`config.mk`:
```
export PLATFORM = sky130hd
export DESIGN_NAME = mem_initiator
export DESIGN_NICKNAME = d
export VERILOG_FILES = /design/src/rtl/mem_pkg.sv /design/src/rtl/mem_pattern_gen.sv /design/src/rtl/mem_initiator.sv
export SDC_FILE = /design/constraint.sdc
export NUM_CORES = 1
export LEC_CHECK = 0
export CAP_MARGIN = 10
export CORE_MARGIN = 5
export CORE_UTILIZATION = 33
export CTS_CLUSTER_DIAMETER = 30
export DETAILED_ROUTE_END_ITERATION = 6
export SYNTH_ARGS = -nofsm -noshare
export SYNTH_HDL_FRONTEND = slang
export SYNTH_SLANG_ARGS = --single-unit
```
`constraint.sdc`:
```
create_clock -name clk -period 4.23 [get_ports clk]
set_input_delay 1.0575 -clock clk [delete_from_list [all_inputs] [get_ports clk]]
set_output_delay 1.0575 -clock clk [all_outputs]
set_load 0.05 [all_outputs]
```
`src/rtl/mem_pkg.sv`:
```
// Shared types and helpers for the memory initiator: FSM state encoding,
// default geometry, and the address-XOR-seed test pattern.
package mem_pkg;

  localparam int DEF_WIDTH = 8;
  localparam int DEF_DEPTH = 32;

  typedef enum logic [2:0] {
    IDLE   = 3'd0,
    WR_REQ = 3'd1,
    WR_GAP = 3'd2,
    RD_REQ = 3'd3,
    RD_GAP = 3'd4,
    FIN    = 3'd5
  } state_t;

  // Test pattern: address XOR seed, computed at 32 bits; callers truncate.
  function automatic logic [31:0] pattern_fn(input logic [31:0] addr,
                                             input logic [31:0] seed);
    return addr ^ seed;
  endfunction

endpackage

```
`src/rtl/mem_pattern_gen.sv`:
```
// Expected-data generator. One combinational instance feeds both the write
// data path and the read-compare path so they can never disagree.
module mem_pattern_gen
  import mem_pkg::*;
#(
  parameter int WIDTH      = DEF_WIDTH,
  parameter int ADDR_WIDTH = $clog2(DEF_DEPTH)
) (
  input  logic [ADDR_WIDTH-1:0] addr,
  input  logic [WIDTH-1:0]      seed,
  output logic [WIDTH-1:0]      data
);

  assign data = WIDTH'(pattern_fn(32'(addr), 32'(seed)));

endmodule

```
`src/rtl/mem_initiator.sv`:
```
// Memory self-test initiator: on start, writes addr^seed to every word, then
// reads each word back and counts mismatches. Every request is followed by
// one idle cycle so a stale ready is never consumed.
// Optional build macro MEM_INITIATOR_TIMEOUT_EN adds a ready-wait watchdog
// that aborts the run to FIN after TIMEOUT cycles without mem_ready.
module mem_initiator
  import mem_pkg::*;
#(
  parameter int WIDTH      = DEF_WIDTH,
  parameter int DEPTH      = DEF_DEPTH,
  parameter int ADDR_WIDTH = $clog2(DEPTH),
  parameter int TIMEOUT    = 16
) (
  input  logic                  clk,
  input  logic                  res,
  input  logic                  start,
  input  logic [WIDTH-1:0]      seed,
  output logic                  mem_valid,
  output logic                  mem_wr_rd,
  output logic [ADDR_WIDTH-1:0] mem_addr,
  output logic [WIDTH-1:0]      mem_wdata,
  input  logic [WIDTH-1:0]      mem_rdata,
  input  logic                  mem_ready,
  output logic                  busy,
  output logic                  done,
  output logic                  pass,
  output logic [ADDR_WIDTH:0]   err_cnt,
  output logic [ADDR_WIDTH-1:0] first_err_addr,
  output logic                  timeout
);

  localparam int ERR_W = ADDR_WIDTH + 1;

  state_t                state_q, state_d;
  logic [ADDR_WIDTH-1:0] addr_q, addr_d;
  logic [WIDTH-1:0]      seed_q, seed_d;
  logic [ERR_W-1:0]      err_q, err_d;
  logic [ADDR_WIDTH-1:0] ferr_q, ferr_d;
  logic                  pass_q, pass_d;
  logic                  to_q, to_d;
  logic [WIDTH-1:0]      exp_data;
  logic                  last_addr;

`ifdef MEM_INITIATOR_TIMEOUT_EN
  localparam int WAIT_W = $clog2(TIMEOUT + 1);
  logic [WAIT_W-1:0] wait_q, wait_d;
  logic              wait_expired;
  assign wait_expired = (wait_q == WAIT_W'(TIMEOUT - 1));
`endif

  mem_pattern_gen #(.WIDTH(WIDTH), .ADDR_WIDTH(ADDR_WIDTH)) u_pattern (
    .addr (addr_q),
    .seed (seed_q),
    .data (exp_data)
  );

  assign last_addr = (addr_q == ADDR_WIDTH'(DEPTH - 1));

  // Next-state, datapath updates and Moore outputs.
  always_comb begin
    // NOTE: every signal driven here gets a default first, so no path can
    // leave one unassigned and infer a latch.
    state_d   = state_q;
    addr_d    = addr_q;
    seed_d    = seed_q;
    err_d     = err_q;
    ferr_d    = ferr_q;
    pass_d    = pass_q;
    to_d      = to_q;
    mem_valid = 1'b0;
    mem_wr_rd = 1'b0;
    mem_addr  = addr_q;
    mem_wdata = '0;
    done      = 1'b0;
`ifdef MEM_INITIATOR_TIMEOUT_EN
    wait_d    = '0;
`endif
    unique case (state_q)
      IDLE: begin
        mem_addr = '0;
        if (start) begin
          seed_d  = seed;
          err_d   = '0;
          ferr_d  = '0;
          pass_d  = 1'b0;
          to_d    = 1'b0;
          addr_d  = '0;
          state_d = WR_REQ;
        end
      end
      WR_REQ: begin
        mem_valid = 1'b1;
        mem_wr_rd = 1'b1;
        mem_wdata = exp_data;
        if (mem_ready) begin
          state_d = WR_GAP;
        end
`ifdef MEM_INITIATOR_TIMEOUT_EN
        else if (wait_expired) begin
          to_d    = 1'b1;
          state_d = FIN;
        end else begin
          wait_d = wait_q + WAIT_W'(1);
        end
`endif
      end
      WR_GAP: begin
        mem_wr_rd = 1'b1;
        mem_wdata = exp_data;
        if (last_addr) begin
          addr_d  = '0;
          state_d = RD_REQ;
        end else begin
          addr_d  = addr_q + ADDR_WIDTH'(1);
          state_d = WR_REQ;
        end
      end
      RD_REQ: begin
        mem_valid = 1'b1;
        if (mem_ready) begin
          if (mem_rdata != exp_data) begin
            if (err_q == '0) ferr_d = addr_q;
            if (err_q != ERR_W'(DEPTH)) err_d = err_q + ERR_W'(1);
          end
          state_d = RD_GAP;
        end
`ifdef MEM_INITIATOR_TIMEOUT_EN
        else if (wait_expired) begin
          to_d    = 1'b1;
          state_d = FIN;
        end else begin
          wait_d = wait_q + WAIT_W'(1);
        end
`endif
      end
      RD_GAP: begin
        if (last_addr) begin
          state_d = FIN;
        end else begin
          addr_d  = addr_q + ADDR_WIDTH'(1);
          state_d = RD_REQ;
        end
      end
      FIN: begin
        done    = 1'b1;
        state_d = IDLE;
      end
      default: state_d = IDLE;
    endcase
    // Resolve the verdict on the edge entering FIN so pass is valid with done.
    if (state_d == FIN && state_q != FIN) begin
      pass_d = (err_d == '0) && !to_d;
    end
  end

  // State and datapath registers, cleared asynchronously.
  always_ff @(posedge clk or negedge res) begin
    if (!res) begin
      state_q <= IDLE;
      addr_q  <= '0;
      seed_q  <= '0;
      err_q   <= '0;
      ferr_q  <= '0;
      pass_q  <= 1'b0;
      to_q    <= 1'b0;
    end else begin
      // NOTE: non-blocking assignments so every register samples the values
      // from before this edge, regardless of statement order.
      state_q <= state_d;
      addr_q  <= addr_d;
      seed_q  <= seed_d;
      err_q   <= err_d;
      ferr_q  <= ferr_d;
      pass_q  <= pass_d;
      to_q    <= to_d;
    end
  end

`ifdef MEM_INITIATOR_TIMEOUT_EN
  // Ready-wait counter, restarted on every entry into a request state.
  always_ff @(posedge clk or negedge res) begin
    if (!res) wait_q <= '0;
    else      wait_q <= wait_d;
  end
  assign timeout = to_q;
`else
  assign timeout = 1'b0;
`endif

  assign busy           = (state_q != IDLE);
  assign pass           = pass_q;
  assign err_cnt        = err_q;
  assign first_err_addr = ferr_q;

endmodule
```
==> results.sh, run 1 <==
export IMPL_relSlewSlack_pct=60.6
export IMPL_grt_ovfl_total=0
export IMPL_vias=1637
export IMPL_cp_cell_sequence="xor2_1 > nand2b_1 > inv_1 > and2_1 > clkdlybuf4s50_1"
export IMPL_p_per_area_nw_per_um2=688
export IMPL_p_seq_share_pct=26.9
export IMPL_cp_end_kind="output pin"
export IMPL_p_leak_uw=0.00107
export IMPL_rr_worst_depth=6
export IMPL_num_rows=28
export IMPL_netlist_area_um2=1960
export IMPL_h_tree_depth=2
export IMPL_place_congestion=0.753
export IMPL_status="finished clean"
export IMPL_p_sw_share_pct=50.0
export IMPL_grt_pass1_wl_um=8130
export IMPL_fill_cells=573
export IMPL_crit_path_start_kind="flip-flop"
export IMPL_synth_edf_count=0
export IMPL_cpMaxStageDelayCell="clkdlybuf4s50_1"
export IMPL_hold_depth=1
export IMPL_power_uw=1760
export IMPL_clk_path_buf_depth=2
export IMPL_p_int_uw=879
export IMPL_holdWs_ns=0.495
export IMPL_antenna_found_initial=0
export IMPL_p_sw_uw=879
export IMPL_tightest_slew_ns=0.591
export IMPL_synth_top_area_cell="dfrtp_1"
export IMPL_yosysUniqueCellTypes=56
export IMPL_layout_min_cycle_time_ns=3.54
export IMPL_path_clk_slew_ns=0.07
export IMPL_combPwrFrac_pct=60.3
export IMPL_syn_nets=243
export IMPL_yosys_top_cells_count="nand2_1 (48), dfrtp_1 (29), nor2_1 (14)"
export IMPL_worstHoldStart="to_q"
export IMPL_post_cts_resized=0
export IMPL_core_area_um2=5850
export IMPL_synth_simple_area_share_pct=26.3
export IMPL_start_util_pct=33.5
export IMPL_cts_sinks=29
export IMPL_post_dp_hpwl_um=3530
export IMPL_drv_cap=0
export IMPL_yosysSeqAreaShare_pct=37.1
export IMPL_postCtsSetupBuffers=0
export IMPL_cp_depth=5
export IMPL_synth_seq_cells=29
export IMPL_max_freq_mhz=282
export IMPL_syn_inst=219
export IMPL_ctsHoldBuffers=0
export IMPL_synth_top_family_by_area="simple AND/OR/NAND/NOR gates"
export IMPL_cts_inserted_buffers=5
export IMPL_setup_viol=0
export IMPL_drt_initial_drc_count=67
export IMPL_post_route_period_util_pct=83.7
export IMPL_synth_most_common_cell="nand2_1"
export IMPL_die_h_um=87.0
export IMPL_rsz0062_at_grt="false"
export IMPL_wirelength_um=4840
export IMPL_io_pins=50
export IMPL_critical_path_arrival_ns=2.48
export IMPL_synth_area_per_cell_um2=8.94
export IMPL_grt_max_degree=30
export IMPL_synthXorXnorAreaFrac_pct=10.7
export IMPL_crit_path_start="state_q[1]"
export IMPL_hold_path_class="flip-flop to flip-flop"
export IMPL_cts_root_buffer="clkbuf_8"
export IMPL_cp_num_buf_inv=2
export IMPL_layout_drive_gt1_share_pct=6.87
export IMPL_io_buffer_count=48
export IMPL_cp_slowest_stage_delay_ns=0.81
export IMPL_wl_per_cell_um=14.4
export IMPL_final_setup_skew_ns=0.00618
export IMPL_finalHoldViolations=0
export IMPL_r2r_start="state_q[1]"
export IMPL_clk_latency_ns=0.28
export IMPL_synth_area_mux_share_pct=3.64
export IMPL_synth_area_leaders="dfrtp_1 (37%), nand2_1 (9.2%), xnor3_1 (5.8%), xnor2_1 (3.6%), mux2i_1 (3.1%)"
export IMPL_final_max_slew_viol_count=0
export IMPL_postSynth_asyncResetShare_pct=100
export IMPL_grt_pass1_vias=1614
export IMPL_synth_flop_cell="dfrtp_1"
export IMPL_yosysWarnings=0
export IMPL_drc=0
export IMPL_crit_path_max_fanout=15
export IMPL_cpLargestDelayFamily="buffers and inverters"
export IMPL_p_clk_share_pct=12.9
export IMPL_dieArea_um2=7570
export IMPL_peakVddDrop_v=0.000510
export IMPL_synth_compound_area_share_pct=13.9
export IMPL_yosysTopAreaCellShare_pct=37.1
export IMPL_area_growth_syn_to_layout_pct=30.5
export IMPL_ant_nets=0
export IMPL_n_antenna_cell=0
export IMPL_dr_pass1_iters=4
export IMPL_final_nets=285
export IMPL_viasPerCell=4.86
export IMPL_worst_ep_required_time_ns=3.17
export IMPL_critical_path_class="flip-flop to output pin"
export IMPL_finalSetupTns_ns=0
export IMPL_track_usage_pct=13.6
export IMPL_cts_tree="done"
export IMPL_synth_fa_ha_area_share_pct=2.56
export IMPL_fp_dieW_um=87.0
[worst register-to-register path: cells and delay by family (launching register included)]
family          cells  cell delay (ns)
compound gates      3             0.75
flops               1             0.69
simple gates        3             0.89
[power groups by stage]
| stage | Sequential (uW) | Clock (uW) | Combinational [uW] |
|---|---|---|---|
| floorplan | 451 | 0 | 793 |
| global placement | 475 | 0 | 1050 |
| detailed placement | 479 | 0 | 1070 |
| CTS | 474 | 231 | 1070 |
| global route | 488 | 247 | 1140 |
| finish | 472 | 226 | 1060 |
[area by class of cell]
| type | instances | area (um2) | share of cell area (%) |
|---|---|---|---|
| multi-input cells | 165 | 1120 | 43.8 |
| clock buffers | 6 | 72.6 | 2.84 |
| well taps | 75 | 93.8 | 3.67 |
| clock inverters | 2 | 10.0 | 0.392 |
| flip-flops and latches | 29 | 726 | 28.4 |
| repair buffers | 50 | 495 | 19.4 |
| inverters | 10 | 37.5 | 1.47 |
[per-layer routing]
layer  track usage [%]  vias to the layer above  part of all wire [%]
met5                 0                        -                     0
met4              3.97                        0                  0.91
met3              2.93                        5                   4.5
met2              22.3                       34                    47
met1              17.9                      777                    47
li1                  -                      821                     -
[worst paths after layout]
| path | to | slack (ns) |
|---|---|---|
| max | mem_wdata[6] | 0.69 |
| min reg2reg | to_q | 0.49 |
| min in group asynchronous | addr_q[2] | 1.16 |
| max reg2reg | pass | 1.81 |
| max in group asynchronous | seed_q[3] | 2.77 |
| min | to_q | 0.49 |
[cells by family (layout without fill, tap and decap cells)]
family                     Yosys count  count (layout)
xor gates and xnor gates            16              16
muxes                                7               7
DFF                                 29              29
and+or+nand+nor                    103             103
adders and majority gates            4               4
AOI/OAI and AO/OA                   34              34
other                                1               1
buffers and inverters               25              68
[through the flow]
| step | setup slack [ns] | std cells | area, um2 | utilization [%] |
|---|---|---|---|---|
| after global routing | 0.558 | 337 | 2550 | 43.7 |
| after CTS | 0.674 | 337 | 2550 | 43.7 |
| after floorplan | 1.27 | 219 | 1960 | - |
| after detailed placement | 0.891 | 329 | 2470 | 42.3 |
| final | 0.689 | 337 | 2550 | 43.7 |
| after global placement | 0.899 | 329 | 2470 | 42.3 |
[placed cells by master (no fill, tap or decap), drive strengths merged, types with 2 or more instances in the layout]
cell	Yosys	layout
or2	3	3
nor3	3	3
nand2b	2	2
o31ai	4	4
ha	4	4
o21ai	9	9
dfrtp	29	29
clkinv	0	2
a41o	2	2
nand3b	2	2
nand4	4	4
xor2	3	3
nand2	48	48
and2	6	6
nor4b	2	2
nor2	14	14
clkbuf	7	6
inv	10	10
nand3	6	6
xnor3	5	5
xnor2	8	8
mux2i	6	6
buf	8	2
nor2b	7	7
a21oi	6	6
clkdlybuf4s50	0	48
[registers in the layout, indices dropped and copies added, names as in the netlist]
register	count
pass	1
seed_q	8
to_q	1
first_err_addr	5
addr_q	5
state_q	3
err_cnt	6
(Power assumes the default switching activity.)
==> run 2, diff against run 1 <==
- clock period: 4.23 -> 3 ns (I/O delays scaled with it)
==> run 2 against run 1 <==
Compared with the run above:
- setup slack worse by 0.45 ns
- cell area up 2.6%
- worst hold slack better by 0.022 ns
- final cell count up 2.1%
- sequential share of layout area down 0.73 points
- non-clock buffer count up 7
- register-to-register slack worse by 1.1 ns
- combinational power up 47%
==> results.sh, run 2 (same netlist as run 1, synthesis figures left out) <==
export IMPL_core_area_um2=5850
export IMPL_h_tree_depth=2
export IMPL_final_common_cell="nand2_1"
export IMPL_cp_cell_sequence="or2_1 > nor2_2 > nor2b_1 > clkdlybuf4s50_1"
export IMPL_worst_ep_required_time_ns=2.25
export IMPL_viasPerCell=4.74
export IMPL_clk_latency_ns=0.29
export IMPL_pre_cts_slack_ns=0.208
export IMPL_num_rows=28
export IMPL_fill_cells=554
export IMPL_grt_ovfl_total=0
export IMPL_worstHoldStart="first_err_addr[4]"
export IMPL_drc=0
export IMPL_antenna_found_initial=0
export IMPL_layout_min_cycle_time_ns=2.76
export IMPL_start_util_pct=33.5
export IMPL_place_congestion=0.847
export IMPL_status="finished clean"
export IMPL_max_freq_mhz=362
export IMPL_critical_path_arrival_ns=2.01
export IMPL_dr_pass1_iters=4
export IMPL_crit_path_max_fanout=6
export IMPL_final_max_slew_viol_count=0
export IMPL_cts_root_buffer="clkbuf_8"
export IMPL_die_h_um=87.0
export IMPL_io_buffer_count=48
export IMPL_peakVddDrop_v=0.000566
export IMPL_postCtsSetupBuffers=0
export IMPL_largest_reg_flops=8
export IMPL_final_setup_skew_ns=0.00765
export IMPL_setup_viol=0
export IMPL_tightest_slew_ns=0.524
export IMPL_layout_common_cells="nand2_1 (48), clkdlybuf4s50_1 (38), dfrtp_1 (29)"
export IMPL_area_growth_syn_to_layout_pct=33.9
export IMPL_regMostFlops="seed_q"
export IMPL_crit_path_start_kind="flip-flop"
export IMPL_wirelength_um=4750
export IMPL_finalHoldViolations=0
export IMPL_r2r_start="err_cnt[1]"
export IMPL_io_pins=50
export IMPL_dieArea_um2=7570
export IMPL_hold_path_class="flip-flop to flip-flop"
export IMPL_final_nets=292
export IMPL_path_clk_slew_ns=0.06
export IMPL_vias=1631
export IMPL_crit_path_start="state_q[0]"
export IMPL_cts_inserted_buffers=5
export IMPL_post_route_period_util_pct=92.0
export IMPL_post_dp_hpwl_um=3520
export IMPL_wl_per_cell_um=13.8
export IMPL_ant_nets=0
export IMPL_grt_max_degree=30
export IMPL_cts_tree="done"
export IMPL_layout_drive_gt1_share_pct=13.8
export IMPL_clk_path_buf_depth=2
export IMPL_p_per_area_nw_per_um2=990
export IMPL_fp_dieW_um=87.0
export IMPL_drt_initial_drc_count=41
export IMPL_p_leak_uw=0.00113
export IMPL_cp_slowest_stage_delay_ns=0.71
export IMPL_track_usage_pct=13.4
export IMPL_grt_pass1_vias=1577
export IMPL_drv_cap=0
export IMPL_n_antenna_cell=0
export IMPL_grt_pass1_wl_um=7910
export IMPL_cp_end_kind="output pin"
export IMPL_fin_ws_ns=0.241
export IMPL_cts_sinks=29
export IMPL_ctsHoldBuffers=0
export IMPL_finish_utilization_pct=44.8
export IMPL_critical_path_class="flip-flop to output pin"
export IMPL_rsz0062_at_grt="false"
export IMPL_cpMaxStageDelayCell="clkdlybuf4s50_1"
export IMPL_post_cts_resized=0
export IMPL_finalSetupTns_ns=0
export IMPL_relSlewSlack_pct=64.6
run 2: where the power goes:
| group | internal [uW] | leakage [uW] | switching (uW) |
|---|---|---|---|
| combinational | 589 | 0.000692 | 973 |
| sequential | 490 | 0.000382 | 116 |
| clock | 270 | 0.0000574 | 159 |
| total | 1350 | 0.00113 | 1250 |
run 2: area by class of cell:
type | instances | area [um2] | share of cell area (%)
Multi-Input combinational cell | 165 | 1120 | 42.8
Sequential cell | 29 | 726 | 27.7
Timing Repair Buffer | 57 | 523 | 19.9
Tap cell | 75 | 93.8 | 3.58
Clock buffer | 6 | 82.6 | 3.15
Clock inverter | 2 | 37.5 | 1.43
Inverter | 10 | 37.5 | 1.43
run 2: stage by stage:
| stage | cell area (um2) | cells | power (uW) | hold WS, ns |
|---|---|---|---|---|
| after floorplan | 1960 | 219 | 1750 | 0.454 |
| after global placement | 2500 | 336 | 2180 | 0.508 |
| after detailed placement | 2500 | 336 | 2180 | 0.507 |
| after CTS | 2620 | 344 | 2620 | 0.522 |
| after global routing | 2620 | 344 | 2750 | 0.550 |
| final | 2620 | 344 | 2600 | 0.516 |
run 2: critical path, delay by kind of cell, from the launching register on:
family	cells	cell delay, ns
buf+inv	1	0.71
flops	1	0.37
simple gates	3	0.65
run 2: per-layer routing:
metal | GRT usage, % | share of wire (%) | up-vias
met1 | 18.2 | 50 | 757
li1 | - | - | 833
met4 | 4.25 | 1.3 | 0
met5 | 0 | 0 | -
met2 | 20.3 | 43 | 36
met3 | 4.07 | 5.9 | 5
run 2: path summary, 6_finish.rpt:
| path | end | slack [ns] | depth (start not counted) |
|---|---|---|---|
| max | mem_addr[2] | 0.24 | 4 |
| min | first_err_addr[4] | 0.52 | 2 |
| max reg2reg | pass | 0.71 | 8 |
| min reg2reg | first_err_addr[4] | 0.52 | 2 |
| max in group asynchronous | state_q[1] | 1.87 | 2 |
| min in group asynchronous | first_err_addr[1] | 0.85 | 2 |
==> run 3, diff against run 2 <==
- ABC_CLOCK_PERIOD_IN_PS: default -> 3000
- PLACE_DENSITY: default -> 0.71
- SLEW_MARGIN: default -> 5
==> run 3 against run 2 <==
Compared with the run above:
- cell area fell by 0.14%
- global-route usage rose by 0.12 points
- sequential power barely moved
- setup slack got worse by 0.019 ns
- clock skew fell by 0.0029 ns
==> results.sh, run 3 (same netlist as run 1, synthesis figures left out) <==
export IMPL_tightest_slew_ns=0.520
export IMPL_antenna_found_initial=0
export IMPL_met3_usage_pct=3.78
export IMPL_p_per_area_nw_per_um2=986
export IMPL_wl_per_cell_um=13.8
export IMPL_setup_viol=0
export IMPL_p_seq_share_pct=23.4
export IMPL_cts_root_buffer="clkbuf_8"
export IMPL_combPwrFrac_pct=60.3
export IMPL_grt_max_degree=30
export IMPL_ctsHoldBuffers=0
export IMPL_rsz0062_at_grt="false"
export IMPL_final_max_slew_viol_count=0
export IMPL_relSlewSlack_pct=65.3
export IMPL_grt_pass1_vias=1679
export IMPL_cts_inserted_buffers=5
export IMPL_area_growth_syn_to_layout_pct=33.7
export IMPL_n_antenna_cell=0
export IMPL_clk_path_buf_depth=2
export IMPL_dpl_cell_area_um2=2500
export IMPL_dieArea_um2=7570
export IMPL_post_dp_hpwl_um=3550
export IMPL_cp_end_kind="output pin"
export IMPL_viasPerCell=4.90
export IMPL_cts_sinks=29
export IMPL_grt_ovfl_total=0
export IMPL_p_sw_uw=1230
export IMPL_io_pins=50
export IMPL_vias=1686
export IMPL_cp_slowest_stage_delay_ns=0.72
export IMPL_layout_drive_gt1_share_pct=13.4
export IMPL_drv_cap=0
export IMPL_drc=0
export IMPL_post_route_period_util_pct=92.6
export IMPL_start_util_pct=33.5
export IMPL_use_met2_pct=21.7
export IMPL_p_sw_share_pct=47.7
export IMPL_grtUsageMet1_pct=17.0
export IMPL_track_usage_pct=13.5
export IMPL_clk_latency_ns=0.28
export IMPL_crit_path_start_kind="flip-flop"
export IMPL_finalNonFillerCells=344
export IMPL_top_usage_layer="met2"
export IMPL_layout_min_cycle_time_ns=2.78
export IMPL_layout_common_cells="nand2_1 (48), clkdlybuf4s50_1 (38), dfrtp_1 (29)"
export IMPL_die_h_um=87.0
export IMPL_grt_pass1_wl_um=7960
export IMPL_finalHoldViolations=0
export IMPL_core_area_um2=5850
export IMPL_drt_initial_drc_count=118
export IMPL_hold_path_class="flip-flop to flip-flop"
export IMPL_place_congestion=0.777
export IMPL_largest_reg_flops=8
export IMPL_fp_dieW_um=87.0
export IMPL_final_nets=292
export IMPL_crit_path_max_fanout=6
export IMPL_dr_pass1_iters=4
export IMPL_ant_nets=0
export IMPL_path_clk_slew_ns=0.06
export IMPL_postCtsSetupBuffers=0
export IMPL_peakVddDrop_v=0.000630
export IMPL_final_setup_skew_ns=0.00479
export IMPL_max_freq_mhz=360
export IMPL_cts_tree="done"
export IMPL_cp_cell_sequence="or2_1 > nor2_2 > nor2b_1 > clkdlybuf4s50_1"
export IMPL_worst_ep_required_time_ns=2.25
export IMPL_critical_path_arrival_ns=2.03
export IMPL_finalSetupTns_ns=0
export IMPL_h_tree_depth=2
export IMPL_regMostFlops="seed_q"
export IMPL_post_cts_resized=0
export IMPL_fin_area_um2=2620
export IMPL_critical_path_class="flip-flop to output pin"
export IMPL_final_common_cell="nand2_1"
export IMPL_io_buffer_count=48
export IMPL_p_leak_uw=0.00113
export IMPL_seq_area_um2=726
export IMPL_cpMaxStageDelayCell="clkdlybuf4s50_1"
export IMPL_num_rows=28
export IMPL_place_inst=336
export IMPL_fill_cells=577
export IMPL_wirelength_um=4740
export IMPL_status="finished clean"
export IMPL_p_clk_share_pct=16.3
export IMPL_p_int_uw=1350
export IMPL_multi_input_area_um2=1120
## run 3: cell count changes in the layout (fill, tap and decap cells not counted)
| cell | previous run | this run |
|---|---|---|
| clkinvlp_4 | 1 | 0 |
| clkbuf_1 | 0 | 1 |
## run 3: metrics by stage
step	setup WS, ns	util, %	total power (uW)	hold WS (ns)
after CTS	0.0837	44.7	2610	0.510
after floorplan	0.348	-	1750	0.454
final	0.222	44.8	2580	0.509
after global routing	0.102	44.8	2750	0.536
after detailed placement	0.216	42.7	2180	0.490
after global placement	0.278	42.7	2160	0.492
## run 3: layer usage
layer | vias up | routed length [um]
li1 | 836 | -
met5 | - | 0
met2 | 57 | 2220
met1 | 786 | 2150
met3 | 7 | 285
met4 | 0 | 74
## run 3: final timing paths
| check | start | to | slack, ns | cells past startpoint |
|---|---|---|---|---|
| max | state_q[0] | mem_addr[1] | 0.22 | 4 |
| min | to_q | to_q | 0.51 | 1 |
| max reg2reg | addr_q[0] | pass | 0.70 | 9 |
| min reg2reg | to_q | to_q | 0.51 | 1 |
| max in group asynchronous | res | addr_q[1] | 1.84 | 2 |
| min in group asynchronous | res | err_cnt[2] | 0.86 | 2 |
## run 3: cell type report
type                    count  share of cell area, %
clock inverters             1                   1.15
inverters                  10                   1.43
multi-input cells         165                   42.9
repair buffers             57                   20.0
flip-flops and latches     29                   27.7
clock buffers               7                   3.30
well taps                  75                   3.58
## run 3: power groups by stage
stage               Clock (uW)  Sequential, uW  Combinational (uW)
global route               449             622                1670
global placement             0             607                1550
CTS                        429             606                1570
finish                     421             605                1560
floorplan                    0             636                1120
detailed placement           0             613                1560
## run 3: worst max-delay path, delay by kind of cell, from the launching register on
kind                   cells  cell delay (ns)
buffers and inverters      1             0.72
AND/OR/NAND/NOR            3             0.66
flip-flops                 1             0.37
